### src/rtl/imem_loader_pkg.sv
// Shared types and constants for the instruction-memory loader.
// The CSUM state exists only when IMEM_LOADER_CHECKSUM_EN is defined.
package imem_loader_pkg;

    localparam int HDR_BYTES      = 2;
    localparam int BYTES_PER_WORD = 4;
    localparam int LANE_W         = $clog2(BYTES_PER_WORD);
    localparam int CNT_W          = 8 * HDR_BYTES;
    localparam int WORD_W         = 8 * BYTES_PER_WORD;

    typedef enum logic [2:0] {
        IDLE  = 3'd0,
        HDR0  = 3'd1,
        HDR1  = 3'd2,
        DATA  = 3'd3,
        WRITE = 3'd4,
`ifdef IMEM_LOADER_CHECKSUM_EN
        CSUM  = 3'd5,
`endif
        DONE  = 3'd6,
        ERR   = 3'd7
    } state_e;

    function automatic logic is_ready(input state_e s);
        logic r;
        r = (s == HDR0) || (s == HDR1) || (s == DATA);
`ifdef IMEM_LOADER_CHECKSUM_EN
        r = r || (s == CSUM);
`endif
        return r;
    endfunction

    function automatic logic is_busy(input state_e s);
        return !((s == IDLE) || (s == DONE) || (s == ERR));
    endfunction

endpackage

### src/rtl/imem_byte_packer.sv
// Collects bytes little-endian into a word; full_o flags the push that completes it.
// word_o is the word including the byte being pushed this cycle.
module imem_byte_packer
    import imem_loader_pkg::*;
(
    input  logic              clk_i,
    input  logic              rst_ni,
    input  logic              clear_i,
    input  logic              push_i,
    input  logic [7:0]        byte_i,
    output logic              full_o,
    output logic [WORD_W-1:0] word_o
);

    logic [LANE_W-1:0] lane_q;
    logic [WORD_W-1:0] sr_q;

    assign word_o = {byte_i, sr_q[WORD_W-1:8]};
    assign full_o = push_i && (lane_q == LANE_W'(BYTES_PER_WORD - 1));

    always_ff @(posedge clk_i or negedge rst_ni) begin
        if (!rst_ni) begin
            lane_q <= '0;
            sr_q   <= '0;
        end else if (clear_i) begin
            lane_q <= '0;
            sr_q   <= '0;
        end else if (push_i) begin
            lane_q <= lane_q + LANE_W'(1);
            sr_q   <= word_o;
        end
    end

endmodule

### src/rtl/imem_loader.sv
// Streams a length-prefixed byte image into a word-wide instruction memory.
// Optional trailing XOR checksum is built in when IMEM_LOADER_CHECKSUM_EN is defined.
//
// state | meaning
// IDLE  | waiting for load_start_i
// HDR0  | take word count low byte
// HDR1  | take word count high byte, range check
// DATA  | pack payload bytes into a word
// WRITE | one-cycle memory write strobe
// CSUM  | compare trailing checksum byte (checksum build only)
// DONE  | load completed, held until next start
// ERR   | load aborted, held until next start
module imem_loader
    import imem_loader_pkg::*;
#(
    parameter int MEM_DEPTH = 256
) (
    input  logic                           clk_i,
    input  logic                           rst_ni,
    input  logic                           load_start_i,
    input  logic [7:0]                     rx_data_i,
    input  logic                           rx_valid_i,
    output logic                           rx_ready_o,
    output logic                           we_o,
    output logic [$clog2(MEM_DEPTH)+1:2]   waddr_o,
    output logic [31:0]                    wdata_o,
    output logic                           busy_o,
    output logic                           done_o,
    output logic                           err_o
);

    localparam int AW = $clog2(MEM_DEPTH);

    state_e            state_q, state_d;
    logic              rx_ready_q, we_q, busy_q, done_q, err_q;
    logic [AW-1:0]     waddr_q;
    logic [31:0]       wdata_q;
    logic [AW-1:0]     idx_q;
    logic [CNT_W-1:0]  remain_q;
    logic [7:0]        hdr_lo_q;
`ifdef IMEM_LOADER_CHECKSUM_EN
    logic [7:0]        csum_q;
`endif

    logic              accept, start, push;
    logic              pk_full;
    logic [31:0]       pk_word;
    logic [CNT_W-1:0]  n_hdr;
    logic              n_bad, last_word;

    assign accept    = rx_valid_i && rx_ready_q;
    assign start     = load_start_i && !is_busy(state_q);
    assign push      = accept && (state_q == DATA);
    assign n_hdr     = {rx_data_i, hdr_lo_q};
    assign n_bad     = (n_hdr == '0) || (32'(n_hdr) > MEM_DEPTH);
    // remain_q counts words still to be written; terminal count is the final word
    assign last_word = (remain_q == CNT_W'(1));

    imem_byte_packer u_packer (
        .clk_i   (clk_i),
        .rst_ni  (rst_ni),
        .clear_i (start),
        .push_i  (push),
        .byte_i  (rx_data_i),
        .full_o  (pk_full),
        .word_o  (pk_word)
    );

    always_comb begin
        state_d = state_q;
        case (state_q)
            IDLE, DONE, ERR: if (load_start_i) state_d = HDR0;
            HDR0:            if (accept) state_d = HDR1;
            HDR1:            if (accept) state_d = n_bad ? ERR : DATA;
            DATA:            if (pk_full) state_d = WRITE;
            WRITE: begin
                if (last_word) begin
`ifdef IMEM_LOADER_CHECKSUM_EN
                    state_d = CSUM;
`else
                    state_d = DONE;
`endif
                end else begin
                    state_d = DATA;
                end
            end
`ifdef IMEM_LOADER_CHECKSUM_EN
            CSUM:            if (accept) state_d = (rx_data_i == csum_q) ? DONE : ERR;
`endif
            default:         state_d = IDLE;
        endcase
    end

    always_ff @(posedge clk_i or negedge rst_ni) begin
        if (!rst_ni) begin
            state_q    <= IDLE;
            rx_ready_q <= 1'b0;
            we_q       <= 1'b0;
            busy_q     <= 1'b0;
            done_q     <= 1'b0;
            err_q      <= 1'b0;
            waddr_q    <= '0;
            wdata_q    <= '0;
            idx_q      <= '0;
            remain_q   <= '0;
            hdr_lo_q   <= '0;
`ifdef IMEM_LOADER_CHECKSUM_EN
            csum_q     <= '0;
`endif
        end else begin
            state_q    <= state_d;
            rx_ready_q <= is_ready(state_d);
            we_q       <= (state_d == WRITE);
            busy_q     <= is_busy(state_d);
            done_q     <= (state_d == DONE);
            err_q      <= (state_d == ERR);

            if (start) begin
                idx_q    <= '0;
                remain_q <= '0;
`ifdef IMEM_LOADER_CHECKSUM_EN
                csum_q   <= '0;
`endif
            end

            case (state_q)
                HDR0: if (accept) hdr_lo_q <= rx_data_i;
                HDR1: if (accept) remain_q <= n_hdr;
                DATA: begin
                    if (pk_full) begin
                        waddr_q <= idx_q;
                        wdata_q <= pk_word;
                    end
`ifdef IMEM_LOADER_CHECKSUM_EN
                    if (accept) csum_q <= csum_q ^ rx_data_i;
`endif
                end
                WRITE: begin
                    idx_q    <= idx_q + AW'(1);
                    remain_q <= remain_q - CNT_W'(1);
                end
                default: ;
            endcase
        end
    end

    assign rx_ready_o = rx_ready_q;
    assign we_o       = we_q;
    assign waddr_o    = waddr_q;
    assign wdata_o    = wdata_q;
    assign busy_o     = busy_q;
    assign done_o     = done_q;
    assign err_o      = err_q;

endmodule

### config.mk
export PLATFORM = sky130hd
export DESIGN_NAME = imem_loader
export DESIGN_NICKNAME = d
export VERILOG_FILES = /design/src/rtl/imem_loader_pkg.sv /design/src/rtl/imem_byte_packer.sv /design/src/rtl/imem_loader.sv
export SDC_FILE = /design/constraint.sdc
export NUM_CORES = 1
export LEC_CHECK = 0
export ABC_CLOCK_PERIOD_IN_PS = 3000
export CORE_ASPECT_RATIO = 0.7
export CORE_MARGIN = 3
export CORE_UTILIZATION = 50
export DETAILED_ROUTE_END_ITERATION = 8
export PLACE_DENSITY_LB_ADDON = 0.15
export SLEW_MARGIN = 15
export SYNTH_ARGS = -nofsm -noshare
export SYNTH_HDL_FRONTEND = slang
export SYNTH_SLANG_ARGS = --single-unit
### constraint.sdc
create_clock -name clk_i -period 3 [get_ports clk_i]
set_input_delay 0.9 -clock clk_i [delete_from_list [all_inputs] [get_ports clk_i]]
set_output_delay 0.9 -clock clk_i [all_outputs]
set_load 0.005 [all_outputs]
==> results.yml, run 1 <==
outcome:
  status: "finished clean"
worst_setup_path:
  cp-start-kind: "input pin"
  r2r_end: "remain_q[7]"
  path_max_fanout: 9
  critPathArrivalTime_ps: 2630
  timing.rr.start: "state_q[1]"
  path_class: "in -> reg"
  reg2reg_slack_ps: 880
  r2r_cells: 5
  cp.required_ps: 3220
  endpoint_kind: "register"
clock_network:
  cts_tree: "built"
  clk_latency_ps: 340
  cts.sinks: 106
  cts_resized: 0
  cts.path.max_buffers: 2
  cts_setup_buffers: 0
  htreeDepth: 3
  postCtsHoldBufs: 0
  cts_buffers: 9
  cts.reportedPaths.clkPinSlew_ps: 60
  root_buffer: "clkbuf_16"
place:
  hpwl_um: 7100
  port_buffers: 56
  gp_congestion: 0.862
  place_worst_setup_slack_ps: -110
power_and_ir_drop:
  peakVddDrop_v: 0.000555
  p_per_area_nw_per_um2: 989
  p_leak_nw: 2.56
timing:
  finalHoldViolations: 0
  setup_viol: 0
  slew_headroom_pct: 38.4
  clock_skew_ps: 6.87
  fmax_ghz: 0.415
  fin_ws_ps: 588
  fin_crit_ps: 2410
  tightest_slew_ps: 924
  fin_crit_sh_pct: 80.4
  slew_violations: 0
  rsz0062_at_grt: "no"
floorplan:
  io_pins: 57
  initial_utilization_pct: 53.4
  die_width_um: 122
  die_h_um: 86.9
  coreArea_sq_um: 8760
  rows: 28
  die_area_sq_um: 10600
synth:
  yosysMostFrequentCell: "dfrtp_1"
  synth_fp_nets: 440
  synth_area_leaders: "dfrtp_1 (57%), mux2_2 (11%), nand2_1 (6.3%)"
  synthXorXnorAreaFrac_pct: 0.749
  syn-instance-count: 424
  synth_edf_count: 0
  avgSynthCellArea_sq_um: 11.0
  synth-compound-area-share_pct: 10.7
  synth_largest_area_cell: "dfrtp_1"
  synth-seq-cells: 106
  ys_seq_area_share_pct: 56.7
  synth_ff_type: "dfrtp_1"
  synth_cell_types: 52
  yosys-top-cells-count: "dfrtp_1 (106), nand2_1 (78), mux2_2 (47)"
  synthMuxAreaShare_pct: 11.8
  yosysTopAreaCellShare_pct: 56.7
  synth_adder_area_share_pct: 1.07
  synth.cell_area_sq_um: 4680
  synth_top_family_by_area: "simple AND/OR/NAND/NOR gates"
  synth_simple_gate_area_share_pct: 16.2
  async_reset_ff_share_pct: 100
  yosys_warnings: 0
run:
  drv_cap: 0
layout:
  area_delta_synth_final_pct: 22.4
  drive_above_1_share_pct: 19.0
  final.fill_count: 734
  layout.nets: 501
  regArea_sq_um: 2650
  final_util_pct: 65.4
  n_antenna_cell: 0
  multi_input_area_sq_um: 1900
global_routing:
  grt_first_pass_wirelength_um: 17500
  track_usage_pct: 20.9
  antenna_found_initial: 0
  grt_pass1_vias: 3466
  grt_overflow: 0
  grt_max_degree: 62
hold_path:
  hp-start: "idx_q[7]"
  min_path_type: "reg -> reg"
  hold_depth: 1
  min_to: "idx_q[7]"
drt:
  vias_per_cell: 5.60
  drtPass1Iterations: 4
  drt-initial-drc-count: 217
  drc_errors: 0
  finalWirelength_um: 10500
  num_vias: 3413
  wire_per_inst_um: 17.2
  antenna_left: 0
## report_power, final
group	switching [mW]	leakage (nW)	internal [mW]	total (mW)
Clock	0.509	0.146	0.697	1.21
Combinational	0.917	1.04	1.04	1.95
Sequential	0.499	1.38	2.00	2.50
## routing by layer
metal / part of all wire [%] / global-route usage, %
met1: 50 / 30.8
met2: 46 / 31.8
met3: 3.8 / 5.32
met4: 0.64 / 4.37
met5: 0 / 0
## flip-flops by register name, indices dropped and copies added (netlist names)
| register | flops |
|---|---|
| busy_o | 1 |
| we_o | 1 |
| wdata_o | 32 |
| done_o | 1 |
| u_packer.lane_q | 2 |
| u_packer.sr_q | 24 |
| state_q | 3 |
| remain_q | 16 |
| err_o | 1 |
| idx_q | 8 |
| hdr_lo_q | 8 |
| waddr_o | 8 |
| rx_ready_o | 1 |
## metrics by stage
step           instances  hold WS [ps]  instance area, sq um  TNS, ps  total power [mW]
3_5_place_dp         593           480                  5410     -592              4.46
6_report             610           499                  5730        0              5.66
2_1_floorplan        424           442                  4680        0              3.58
5_1_grt              610           513                  5730        0              6.03
3_3_place_gp         593           471                  5410    -12.0              4.38
4_1_cts              609           497                  5720        0              5.69
## critical path: stages
cell and delay [ps]:
clkdlybuf4s50_1 510, nand3_2 160, or2_1 440, inv_2 260
mux2_2 360
## worst max path at each step
stage | startpoint | slack (ps) | to | depth (start not counted)
finish | rx_valid_i | 590 | wdata_o[6] | 5
global route | rx_valid_i | 510 | wdata_o[1] | 5
CTS | rx_valid_i | 250 | remain_q[7] | 6
detailed placement | rx_valid_i | -110 | remain_q[7] | 6
global placement | rx_valid_i | -10 | remain_q[12] | 6
floorplan | rx_valid_i | 990 | wdata_o[16] | 5
## placed cells by master, fill, tap and decap left out, types with 3 or more instances in the layout
cell               n
ha_1               4
nand3_1            3
buf_4             12
nor3_2             4
inv_1              7
nor2_1            20
dfrtp_1          106
nand2b_1           3
nor3b_2            3
a21oi_1           31
mux2_2            47
a22oi_1            5
o211ai_1           4
nand4_1            3
o21ai_1            3
a221o_1            3
nor3_1             5
clkbuf_16          9
o21ai_0           23
o311ai_1           3
clkdlybuf4s50_1   55
nand2_1           78
and3_1             8
nand3b_1           4
## layout make-up
| cell class | count | area share, % |
|---|---|---|
| Clock buffer | 13 | 4.54 |
| Clock inverter | 3 | 0.808 |
| Inverter | 8 | 0.524 |
| Multi-Input combinational cell | 290 | 33.2 |
| Sequential cell | 106 | 46.3 |
| Tap cell | 120 | 2.62 |
| Timing Repair Buffer | 70 | 12.0 |
## kinds of logic (layout without fill, tap and decap cells)
family                     Yosys count  after routing
xor gates and xnor gates             4              4
DFF                                106            106
muxes                               49             49
AOI/OAI and AO/OA                   84             84
and+or+nand+nor                    149            149
adders and majority gates            4              4
buffers and inverters               28             94
No activity file was read; power rests on OpenSTA's default activity.
==> inputs of run 2 (changes only) <==
--- a/config.mk
+++ b/config.mk
@@ -5,7 +5,7 @@
 export SDC_FILE = /design/constraint.sdc
 export NUM_CORES = 1
 export LEC_CHECK = 0
-export ABC_CLOCK_PERIOD_IN_PS = 3000
+export ABC_CLOCK_PERIOD_IN_PS = 1900
 export CORE_ASPECT_RATIO = 0.7
 export CORE_MARGIN = 3
 export CORE_UTILIZATION = 50
==> constraint.sdc (replaced) <==
create_clock -name clk_i -period 1.9 [get_ports clk_i]
set_input_delay 0.57 -clock clk_i [delete_from_list [all_inputs] [get_ports clk_i]]
set_output_delay 0.57 -clock clk_i [all_outputs]
set_load 0.005 [all_outputs]
==> run 2 against run 1 <==
Effect of this change: global-route usage is 0.89 points higher; cell count is 3.6% higher; final area is 3.8% higher; hold slack worse by 370 ps; wire length is 2.3% higher; via count is 4.4% higher; non-clock buffer count is 25 higher; clock skew hardly changed; die area stayed put.
==> results.yml, run 2 (synthesized netlist as in run 1, its figures left out) <==
power_and_ir_drop:
  p_leak_nw: 2.68
  finalPower_mw: 9.07
  p_comb_share_pct: 39.0
  pwr-share-seq_pct: 42.8
  peakVddDrop_v: 0.000961
  clockPowerShare_pct: 18.2
  p_int_mw: 5.96
  p_per_area_nw_per_um2: 1530
  swShare_pct: 34.2
  p_switching_mw: 3.10
worst_setup_path:
  path_max_fanout: 5
  cp-start-kind: "register"
  r2r_end: "remain_q[8]"
  r2r_cells: 8
  timing.rr.start: "remain_q[1]"
  path_class: "reg -> reg"
  reg2reg_slack_ps: 30
  critPathArrivalTime_ps: 2090
  cp.required_ps: 2130
  endpoint_kind: "register"
floorplan:
  die_width_um: 122
  coreArea_sq_um: 8760
  die_area_sq_um: 10600
  initial_utilization_pct: 53.4
  rows: 28
  die_h_um: 86.9
  io_pins: 57
clock_network:
  htreeDepth: 3
  cts.reportedPaths.clkPinSlew_ps: 70
  cts.sinks: 106
  root_buffer: "clkbuf_16"
  cts_buffers: 9
  clk_latency_ps: 340
  cts.path.max_buffers: 2
  cts_tree: "built"
  postCtsHoldBufs: 0
timing:
  finalHoldViolations: 0
  fin_crit_ps: 1870
  setup_viol: 0
  fin_crit_sh_pct: 98.3
  tightest_slew_ps: 521
  slew_violations: 0
  fmax_ghz: 0.535
  clock_skew_ps: 7.12
  slew_headroom_pct: 65.0
  rsz0062_at_grt: "yes"
place:
  port_buffers: 56
  dp_cells: 618
  gp_congestion: 0.868
  hpwl_um: 7410
layout:
  layout.nets: 526
  layout_common_cells: "dfrtp_1 (106), nand2_1 (78), clkdlybuf4s50_1 (55), mux2_2 (47), buf_4 (33)"
  drive_above_1_share_pct: 23.2
  n_antenna_cell: 0
  area_delta_synth_final_pct: 27.0
  layout_commonest_cell: "dfrtp_1"
  finalNonFillerCells: 632
  largest_reg_flops: 32
drt:
  drtPass1Iterations: 4
  finalWirelength_um: 10700
  drc_errors: 0
  antenna_left: 0
  vias_per_cell: 5.64
  drt-initial-drc-count: 351
  num_vias: 3564
  wire_per_inst_um: 17.0
hold_path:
  min_path_type: "in -> async"
global_routing:
  grt_overflow: 0
  track_usage_pct: 21.8
  antenna_found_initial: 0
  grt_pass1_vias: 3623
  grt_first_pass_wirelength_um: 18100
  grt_max_degree: 44
outcome:
  status: "finished clean"
run:
  drv_cap: 0
==> run 2: cell count changes in the layout (fill, tap and decap cells not counted), sizes merged <==
| cell | change |
|---|---|
| clkinvlp | +1 |
| clkinv | +1 |
| buf | +26 |
| inv | -1 |
| bufinv | -1 |
| clkbuf | -4 |
==> run 2: power groups by stage <==
stage               clock network (mW)  logic (mW)  registers, mW
detailed placement                   0        3.47           3.89
finish                            1.65        3.54           3.88
global route                      1.78        3.92           4.02
CTS                               1.68        3.50           3.86
global placement                     0        3.37           3.85
floorplan                            0        1.92           3.73
==> run 2: per-stage QoR <==
stage / utilization (%) / area (sq um) / hold slack, ps / TNS [ps] / worst slack (ps)
after floorplan: - / 4680 / 274 / 0 / 220
after global placement: 64.7 / 5660 / 467 / -19720 / -279
after detailed placement: 64.7 / 5660 / 477 / -21420 / -322
after CTS: 67.5 / 5910 / 131 / 0 / 34.1
after global routing: 67.8 / 5940 / 142 / -156 / -79.8
final: 67.8 / 5940 / 132 / 0 / 32.3
==> run 2: worst max path at each step <==
stage	start	end	depth (start not counted)
floorplan	rx_valid_i	wdata_o[16]	5
global placement	rx_valid_i	wdata_o[4]	5
detailed placement	rx_valid_i	wdata_o[2]	5
CTS	rx_valid_i	wdata_o[2]	5
global route	remain_q[1]	remain_q[12]	7
finish	remain_q[1]	remain_q[8]	8
==> run 2: area by class of cell <==
cell class | count | area, sq um
clock inverter | 3 | 20.0
tap | 120 | 150
timing repair buffer | 95 | 938
sequential | 106 | 2650
clock buffer | 10 | 229
fill | 639 | 2820
multi-input combinational | 290 | 1920
inverter | 8 | 32.5
==> run 2: layer usage <==
layer	wire (um)	global-route usage [%]	share of wire, %	up-vias
met5	0	0	0	-
met4	153	7.63	1.4	0
met3	523	4.68	4.9	14
met2	4840	32.0	45	91
met1	5220	32.3	49	1797
li1	-	-	-	1662
==> run 2: worst max-delay path, cell delays in order (launching register included) <==
cell and delay, ps:
dfrtp_1 440, inv_1 110, ha_2 200, nor3b_4 300, buf_4 160, nand3b_1 80, xor2_1 150, nor2_1 50
a221o_1 260
==> run 2: repair_timing <==
action / in CTS / in global routing
setup buffers: 0 / 1
gates resized for setup: 0 / 5
hold endpoints to repair: 0 / 0
endpoints found under the setup margin: 0 / 15
==> inputs of run 3 (changes only) <==
--- a/config.mk
+++ b/config.mk
@@ -5,12 +5,12 @@
 export SDC_FILE = /design/constraint.sdc
 export NUM_CORES = 1
 export LEC_CHECK = 0
-export ABC_CLOCK_PERIOD_IN_PS = 1900
-export CORE_ASPECT_RATIO = 0.7
+export ABC_CLOCK_PERIOD_IN_PS = 2200
+export CORE_ASPECT_RATIO = 1.1
 export CORE_MARGIN = 3
 export CORE_UTILIZATION = 50
 export DETAILED_ROUTE_END_ITERATION = 8
-export PLACE_DENSITY_LB_ADDON = 0.15
+export PLACE_DENSITY_LB_ADDON = 0.12
 export SLEW_MARGIN = 15
 export SYNTH_ARGS = -nofsm -noshare
 export SYNTH_HDL_FRONTEND = slang
==> constraint.sdc (replaced) <==
create_clock -name clk_i -period 2.2 [get_ports clk_i]
set_input_delay 0.66 -clock clk_i [delete_from_list [all_inputs] [get_ports clk_i]]
set_output_delay 0.66 -clock clk_i [all_outputs]
set_load 0.005 [all_outputs]
==> run 3 against run 2 <==
Effect of this change: critical endpoint is now rx_ready_o; setup slack improved by 200 ps; critical path depth fell by 7; via count fell by 2.5%; sequential power fell by 13%; highest routed layer unchanged; clock skew increased by 4.5 ps; critical path type is now reg -> out; largest power group unchanged; die area down 0.16%.
==> results.yml, run 3 (synthesized netlist as in run 1, its figures left out) <==
outcome:
  status: "finished clean"
worst_setup_path:
  critical_path_buf_inv_count: 1
  cp-start-kind: "register"
  path_class: "reg -> out"
  path_max_fanout: 4
  critical-path-top-delay-family: "buffers and inverters"
  cp_cell_sequence: "clkdlybuf4s50_1"
  crit_path_max_incr_delay_ps: 520
  endpoint_kind: "output pin"
  cp.required_ps: 1540
  critPathArrivalTime_ps: 1310
  cp_slowest_cell: "clkdlybuf4s50_1"
layout:
  layout_common_cells: "dfrtp_1 (106), nand2_1 (78), clkdlybuf4s50_1 (55), mux2_2 (47), a21oi_1 (31)"
  layout.nets: 517
  drive_above_1_share_pct: 21.9
  final.fill_count: 791
  area_delta_synth_final_pct: 23.7
  n_antenna_cell: 0
  largest_reg_flops: 32
  finalNonFillerCells: 620
  layout_commonest_cell: "dfrtp_1"
  final_util_pct: 64.3
place:
  dp_cells: 604
  hpwl_um: 7010
  gp_congestion: 0.847
  port_buffers: 56
clock_network:
  root_buffer: "clkbuf_8"
  cts_buffers: 9
  cts_resized: 0
  cts.path.max_buffers: 2
  clk_latency_ps: 370
  postCtsHoldBufs: 0
  cts_setup_buffers: 0
  cts.sinks: 106
  cts_tree: "built"
  htreeDepth: 3
  cts.reportedPaths.clkPinSlew_ps: 110
floorplan:
  coreArea_sq_um: 9010
  io_pins: 57
  rows: 36
  die_width_um: 98.2
  initial_utilization_pct: 51.9
  die_h_um: 107
  die_area_sq_um: 10600
timing:
  fin_crit_ps: 1970
  finalHoldViolations: 0
  slew_headroom_pct: 64.0
  setup_viol: 0
  fin_crit_sh_pct: 89.4
  hold_ws_ps: 231
  tightest_slew_ps: 535
  fin_tns_setup_ps: 0
  fmax_ghz: 0.508
  clock_skew_ps: 11.6
  rsz0062_at_grt: "no"
  slew_violations: 0
power_and_ir_drop:
  p_per_area_nw_per_um2: 1270
  p_leak_nw: 2.62
  peakVddDrop_v: 0.000614
  finalPower_mw: 7.37
run:
  drv_cap: 0
global_routing:
  track_usage_pct: 20.3
  grt_first_pass_wirelength_um: 17200
  grt_overflow: 0
  antenna_found_initial: 0
  grt_max_degree: 35
  grt_pass1_vias: 3429
drt:
  vias_per_cell: 5.60
  num_vias: 3475
  wire_per_inst_um: 16.2
  drtPass1Iterations: 5
  finalWirelength_um: 10100
  drc_errors: 0
  drt-initial-drc-count: 182
  antenna_left: 0
hold_path:
  min_path_type: "in -> async"
## run 3: cell types whose count changed in the layout (fill, tap and decap cells not counted), sizes merged
cell / previous run / this run
buf: 40 / 31
clkbuf: 10 / 9
clkinv: 1 / 4
clkinvlp: 2 / 0
inv: 8 / 11
## run 3: final timing paths
| check | depth (start not counted) | to | start | slack, ps |
|---|---|---|---|---|
| hold / removal | 1 | we_o | rst_ni | 230 |
| hold reg to reg | 1 | idx_q[7] | idx_q[7] | 480 |
| min in group clk_i | 1 | idx_q[7] | idx_q[7] | 480 |
| setup / recovery | 1 | rx_ready_o | rx_ready_o | 230 |
| setup reg to reg | 7 | remain_q[12] | remain_q[0] | 310 |
| max in group asynchronous | 2 | wdata_o[19] | rst_ni | 1400 |
## run 3: final cells by class
cell class	instances	area (sq um)	share of cell area, %
clock buffer	9	124	2.14
multi-input combinational	290	1900	32.8
clock inverter	7	83.8	1.45
inverter	8	30.0	0.519
tap	114	143	2.46
sequential	106	2650	45.8
timing repair buffer	86	858	14.8
## run 3: power by group
part | leakage, nW | internal, mW | switching, mW | total [mW]
Combinational | 1.13 | 1.54 | 1.25 | 2.80
Sequential | 1.38 | 2.73 | 0.643 | 3.37
Clock | 0.103 | 0.455 | 0.746 | 1.20
## run 3: stage by stage
stage / setup WS (ps) / area [sq um]
floorplan: 430 / 4680
global placement: -80.3 / 5580
detailed placement: -112 / 5580
CTS: 207 / 5790
global route: 133 / 5790
finish: 233 / 5790
## run 3: metal layers
layer | track usage (%) | wire (um) | vias to the layer above
met5 | 0 | 0 | -
met4 | 6.54 | 161 | 0
met3 | 3.43 | 484 | 12
met1 | 28.7 | 4520 | 1709
li1 | - | - | 1642
met2 | 32.2 | 4910 | 112
